[config.mk]
export PLATFORM = sky130hd
export DESIGN_NAME = lut_bist_sequencer
export DESIGN_NICKNAME = d
export VERILOG_FILES = /design/src/rtl/lut_bist_pkg.sv /design/src/rtl/lut_bist_settle_timer.sv /design/src/rtl/lut_bist_sequencer.sv
export SDC_FILE = /design/constraint.sdc
export NUM_CORES = 1
export LEC_CHECK = 0
export BUFFER_PORTS_ARGS = -buffer_cell sky130_fd_sc_hd__buf_4
export CAP_MARGIN = 20
export CORE_MARGIN = 5
export CORE_UTILIZATION = 55
export CTS_BUF_LIST = sky130_fd_sc_hd__clkbuf_8
export CTS_CLUSTER_DIAMETER = 40
export DETAILED_ROUTE_END_ITERATION = 10
export PLACE_DENSITY = 0.81
export SETUP_SLACK_MARGIN = 0.5
export SLEW_MARGIN = 20
export SYNTH_ARGS = -nofsm -noshare
export SYNTH_HDL_FRONTEND = slang
export SYNTH_HIERARCHICAL = 1
export SYNTH_SLANG_ARGS = --single-unit
[constraint.sdc]
create_clock -name clk -period 4.3 [get_ports clk]
set_input_delay 0.86 -clock clk [delete_from_list [all_inputs] [get_ports clk]]
set_output_delay 0.86 -clock clk [all_outputs]
set_load 0.05 [all_outputs]
[src/rtl/lut_bist_pkg.sv]
// lut_bist_pkg: shared state encoding, vector-space helper and common expected truth tables.
package lut_bist_pkg;
    typedef enum logic [2:0] {IDLE, DRIVE, SETTLE, SAMPLE, DONE} state_t;
    localparam logic [1:0] LUT1_BUF = 2'b10;
    localparam logic [1:0] LUT1_INV = 2'b01;
    localparam logic [3:0] LUT2_PASS_I0 = 4'b1010;
    localparam logic [3:0] LUT2_XOR = 4'b0110;
    function automatic int num_vec(input int k);
        return 1 << k;
    endfunction
endpackage

[src/rtl/lut_bist_settle_timer.sv]
// lut_bist_settle_timer: loadable down-counter that parks at zero and flags it.
module lut_bist_settle_timer #(
    parameter int W = 3
) (
    input  logic         clk,
    input  logic         rst,
    input  logic         load,
    input  logic [W-1:0] load_val,
    output logic         zero
);
    logic [W-1:0] cnt;
    always_ff @(posedge clk) begin
        if (rst) cnt <= '0;
        else if (load) cnt <= load_val;
        else if (cnt != '0) cnt <= cnt - 1'b1;
    end
    assign zero = cnt == '0;
endmodule

[src/rtl/lut_bist_sequencer.sv]
// lut_bist_sequencer: sweeps all inputs of one LUT, compares against INIT, reports pass/first fail/count.
// Define LUT_BIST_STOP_ON_FAIL_EN to end the sweep at the first mismatch and hold that vector on lut_i.
module lut_bist_sequencer
    import lut_bist_pkg::*;
#(
    parameter int N_INPUTS = 2,
    parameter logic [(1<<N_INPUTS)-1:0] INIT = LUT2_PASS_I0,
    parameter int SETTLE_CYCLES = 4,
    parameter int CNT_W = 8
) (
    input  logic                clk,
    input  logic                rst,
    input  logic                start,
    output logic [N_INPUTS-1:0] lut_i,
    input  logic                lut_o,
    output logic                busy,
    output logic                done,
    output logic                pass,
    output logic [N_INPUTS-1:0] fail_vec,
    output logic [CNT_W-1:0]    fail_cnt
);
    localparam int NUM_VEC = num_vec(N_INPUTS);
    localparam int TW = $clog2(SETTLE_CYCLES + 1);
`ifdef LUT_BIST_STOP_ON_FAIL_EN
    localparam bit STOP_ON_FAIL = 1'b1;
`else
    localparam bit STOP_ON_FAIL = 1'b0;
`endif
    state_t state;
    logic [N_INPUTS-1:0] vec;
    logic seen_fail, zero, miss;
    logic [CNT_W-1:0] cnt_inc;
    logic [NUM_VEC-1:0] init_tt;
    assign init_tt = INIT;
    assign miss = lut_o != init_tt[vec];
    assign cnt_inc = &fail_cnt ? fail_cnt : fail_cnt + 1'b1;
    lut_bist_settle_timer #(.W(TW)) u_timer (
        .clk(clk),
        .rst(rst),
        .load(state == DRIVE),
        .load_val(TW'(SETTLE_CYCLES - 1)),
        .zero(zero)
    );
    always_ff @(posedge clk) begin
        if (rst) begin
            state <= IDLE;
            vec <= '0;
            lut_i <= '0;
            busy <= 1'b0;
            done <= 1'b0;
            pass <= 1'b0;
            fail_vec <= '0;
            fail_cnt <= '0;
            seen_fail <= 1'b0;
        end else begin
            case (state)
                IDLE, DONE: if (start) begin
                    state <= DRIVE;
                    vec <= '0;
                    fail_cnt <= '0;
                    fail_vec <= '0;
                    seen_fail <= 1'b0;
                    busy <= 1'b1;
                    done <= 1'b0;
                    pass <= 1'b0;
                end
                DRIVE: begin
                    lut_i <= vec;
                    state <= SETTLE;
                end
                SETTLE: if (zero) state <= SAMPLE;
                SAMPLE: begin
                    if (miss) begin
                        fail_cnt <= cnt_inc;
                        if (!seen_fail) begin
                            fail_vec <= vec;
                            seen_fail <= 1'b1;
                        end
                    end
                    if (&vec || (STOP_ON_FAIL && miss)) begin
                        state <= DONE;
                        busy <= 1'b0;
                        done <= 1'b1;
                        pass <= !miss && fail_cnt == '0;
                    end else begin
                        vec <= vec + 1'b1;
                        state <= DRIVE;
                    end
                end
                default: state <= IDLE;
            endcase
        end
    end
endmodule

---- Word-level counts from Yosys, hierarchy flattened ----
Index checks and enable logic that the tools add are counted.
cells by class
  reductions and logical operators ........ 18
  equal/unequal tests ..................... 12
  order comparisons ....................... 1
  multiplexer cells ....................... 28
  $add $sub $neg .......................... 3
operators with widths
  cell                   count
  $mux W8                3
  $pmux W8 S2            1
  $mux W2                6
  $ne A2 B2 Y1 const B   6
  $pmux W3 S4            1
  $mux W3                3
  $reduce_and A3 Y1      3
  $add A8 B1 Y8 const B  1
  $logic_not A8 Y1       1
  $pmux W1 S2            4
  $pmux W2 S2            2
  $reduce_and A4 Y1      2
  $reduce_and A8 Y1      1
  $mux W1                7
  $eq A3 B2 Y1 const B   2
  $logic_not A3 Y1       2
  $reduce_and A2 Y1      2
  $reduce_bool A2 Y1     2
  $reduce_or A2 Y1       2
  $eq A3 B1 Y1 const B   1
  $eq A3 B3 Y1 const B   1
  $lt A2 B3 Y1 const B   1
  $reduce_bool A3 Y1     1
  $sub A3 B1 Y3 const B  1
  other kinds (6)        6
word-level totals
  input port bits ......................... 4
  logic and storage cells ................. 73
  register bits ........................... 24

---- Logic depth before layout (Yosys ltp) ----
  depth after elaboration ................. 7
  mapped depth ............................ 8
  depth with buffers taken out ............ 8

---- By module ----
The synthesis kept the hierarchy.
by module, submodules not included
  module                 sequential area each (um2)  area an instance (um2)  cells an instance  times used
  lut_bist_sequencer     420.4                       1089.8                  129                1
  lut_bist_settle_timer  60.1                        206.4                   22                 1

---- Least setup slack after synthesis ----
No wires, ideal clock.
  path type ............................... reg-to-reg
  start ................................... reg fail_cnt[0]
  end ..................................... reg fail_cnt[0]
  stages on the path, launching flop included .. 6
  library setup time ...................... 0.070 ns
  clock period less this slack ............ 1.807 ns
  arrival ................................. 1.737 ns
  slack ................................... 2.493 ns
  cells stage by stage .................... dfxtp_1 ha_1 nand3_1 nor3_1 o21ai_0 a21oi_1
on the way
  word-level cells in the longest chain between the ends .. 4
  elaborated cells on any way between the ends .. 7
ends and longest elaborated chain
  item                      RTL line                  source
  start: declaration        lut_bist_sequencer.sv:20  output logic [CNT_W-1:0] fail_cnt
  start signal: assignment  lut_bist_sequencer.sv:74  fail_cnt <= cnt_inc;
  $add A8 B1 Y8             lut_bist_sequencer.sv:36  assign cnt_inc = &fail_cnt ? fail_cnt : fail_cnt + 1'b1;
  $mux W8                   lut_bist_sequencer.sv:36
  $mux W8                   lut_bist_sequencer.sv:73  if (miss) begin
  $pmux W8 S2               lut_bist_sequencer.sv:56  case (state)
Parallel ways exist; a longest one is shown, timed or not. The select of a mux whose other input is x is not followed.
A chain may end at the register's enable or synchronous reset.

---- Worst setup path in the final report ----
  start ................................... in lut_o
  end ..................................... reg fail_cnt[0]
on the way
  word-level cells in the longest chain between the ends .. 3
ends and longest elaborated chain
  item                                RTL line                  source
  start: declaration                  lut_bist_sequencer.sv:15  input logic lut_o,
  $ne A1 B1 Y1                        lut_bist_sequencer.sv:35  assign miss = lut_o != init_tt[vec];
  $ne A2 B2 Y1 (no source line)       -
  $reduce_and A4 Y1 (no source line)  -
No other way between the ends.

==> out/qor.yml <==
clock_tree:
  clk_pin_slew_ns: 0.09
  cts.repair.resized: 0
  htreeDepth: 1
  hold_buffers: 0
  cts.sinks: 24
  cts_made_buffers: 3
  cts_tree: "done"
  root_buffer: "clkbuf_8"
  post_cts_buffers: 0
  clockBufferDepth: 2
  clk_latency_ns: 0.27
layout:
  final_cell_mix: "24 x dfxtp_1, 18 x buf_4, 13 x a21oi_1"
  final_common_cell: "dfxtp_1"
  stdcell_area_sq_um: 1500
  area_delta_synth_final_pct: 15.3
  layout-drive-gt1-share: 0.185
  diodes: 0
  final_nets: 178
pwr:
  finalPower_mw: 0.603
  leakagePower_nw: 0.562
  ir_worst_vdd_uv: 256
  power_density_nw_per_um2: 403
die:
  die_x_um: 58.5
  dieArea_sq_um: 3430
  start_util: 0.580
  ios: 19
  row_count: 17
  fp.dieH_um: 58.5
  core_area_sq_um: 2230
sta:
  clock_skew_ns: 0.00640
  slew_violations: 0
  fin_crit_sh: 0.448
  whs_ns: 0.469
  tns_ns: 0
  hold_viol: 0
  fin_crit_ns: 1.93
  max_clock_freq_mhz: 519
  worst_pin_slew_ns: 0.646
  rsz0062_at_grt: "no"
  setup_viol: 0
  relSlewSlack: 0.568
worst_setup_path:
  cp_data_required_time_ns: 4.50
  crit_path_end_kind: "register"
  cp-start-kind: "input port"
  worst_ep_arrival_time_ns: 2.13
  ff2ff_path_depth: 4
  critPathKind: "in -> reg"
  cp_max_fo: 13
synthesis:
  synthesis.area_sq_um: 1300
  syn_inst: 151
  avgSynthCellArea_sq_um: 8.58
  synthDistinctLibCells: 44
  ys_warn_count: 6
  ys.flop_type: "dfxtp_1"
  seq_area_frac_synth: 0.371
  synth-async-reset-ratio: 0
  synth_edf_count: 0
  ys_ff_latch: 24
outcome:
  status: "finished clean"
placed_design:
  gp_congestion: 0.844
  dpl-instance-area_sq_um: 1420
  port_buffers: 18
  dpl.hpwl_mm: 1.99
drt:
  drt_wl_total_mm: 2.74
  drcViolationCount: 0
  avgViaCountPerCell: 6.04
  post_drt_wl_per_cell_um: 14.0
  via_count: 1183
  drtAntennaViolNets: 0
  dr.first_iter.drc_count: 37
  firstDrtPassIters: 4
grt:
  antenna_found_initial: 0
  grt_pass1_vias: 1094
  grt.overflow.total: 0
  track_usage: 0.176
  grt_pass1_wl_mm: 4.67
  grt_max_degree: 22
hold_path:
  hp-class: "reg -> reg"
  min_path_cells: 2
flow_run:
  drv_cap: 0
==> per-layer routing <==
metal / routed length (um) / share of wire / track usage
met5: 0 / 0 / 0
met4: 40 / 0.015 / 0.0728
met3: 128 / 0.047 / 0.0548
met2: 1410 / 0.51 / 0.308
met1: 1160 / 0.42 / 0.195
==> sequential cells by signal, indices dropped and copies added (netlist names) <==
signal and cells:
vec 2, fail_cnt 8, pass 1, lut_i 2
fail_vec 2, busy 1, u_timer/cnt 3, state 3
seen_fail 1, done 1
==> per-stage QoR <==
step / utilization / worst slack [ns] / instances
final: 0.669 / 2.37 / 196
after global routing: 0.669 / 2.33 / 196
after CTS: 0.667 / 2.24 / 196
after detailed placement: 0.635 / 2.13 / 192
after global placement: 0.635 / 2.22 / 192
after floorplan: - / 2.49 / 152
==> critical path, stage by stage <==
cell	delay, ns
buf_4	0.13
xor2_2	0.27
a21oi_2	0.21
or4_1	0.51
a21oi_1	0.14
==> cells by family after synthesis <==
| family | Yosys count | share of synthesized area |
|---|---|---|
| compound gates | 33 | 0.169 |
| xor+xnor | 2 | 0.0193 |
| fa+ha+maj | 5 | 0.0483 |
| buf+inv | 15 | 0.0656 |
| flops | 24 | 0.371 |
| mux | 3 | 0.0232 |
| other cells | 2 | 0.00579 |
| simple gates | 67 | 0.298 |
==> power breakdown <==
part | switching [mW] | internal [mW] | leakage, nW
combinational | 0.0782 | 0.0638 | 0.331
clock | 0.0739 | 0.125 | 0.0357
sequential | 0.0204 | 0.242 | 0.195
total | 0.173 | 0.430 | 0.562
==> worst paths after layout <==
| check | start | end | slack, ns |
|---|---|---|---|
| setup / recovery | lut_o | fail_cnt[0] | 2.37 |
| hold / removal | pass | pass | 0.47 |
| setup reg to reg | state[1] | fail_cnt[0] | 2.43 |
| hold reg to reg | pass | pass | 0.47 |
==> cell usage after synthesis (2+ instances only) <==
library cell,count,share of area
clkbuf_1,2,0.0058
a21oi_1,13,0.050
ha_1,5,0.048
dfxtp_1,24,0.37
nand2b_1,4,0.019
or3_1,5,0.024
nand3_1,9,0.035
mux2i_1,3,0.023
nand3b_1,2,0.012
nand2_1,11,0.032
a2111oi_1,2,0.015
conb_1,2,0.0058
inv_1,9,0.026
nor3_1,4,0.015
or3b_1,2,0.014
nor4b_1,3,0.020
o2111ai_1,2,0.014
nor2_1,11,0.032
nor2b_1,5,0.024
a31oi_1,3,0.014
clkbuf_8,2,0.021
o21ai_0,6,0.023
==> final cells by class <==
cell class              count  area, sq um
well taps                  28         35.0
flip-flops and latches     24          480
fillers                   211          738
clock inverters             1         30.0
repair buffers             18          135
inverters                   9         33.8
clock buffers               3         41.3
multi-input cells         113          739
Power figures use the tool's default switching activity.
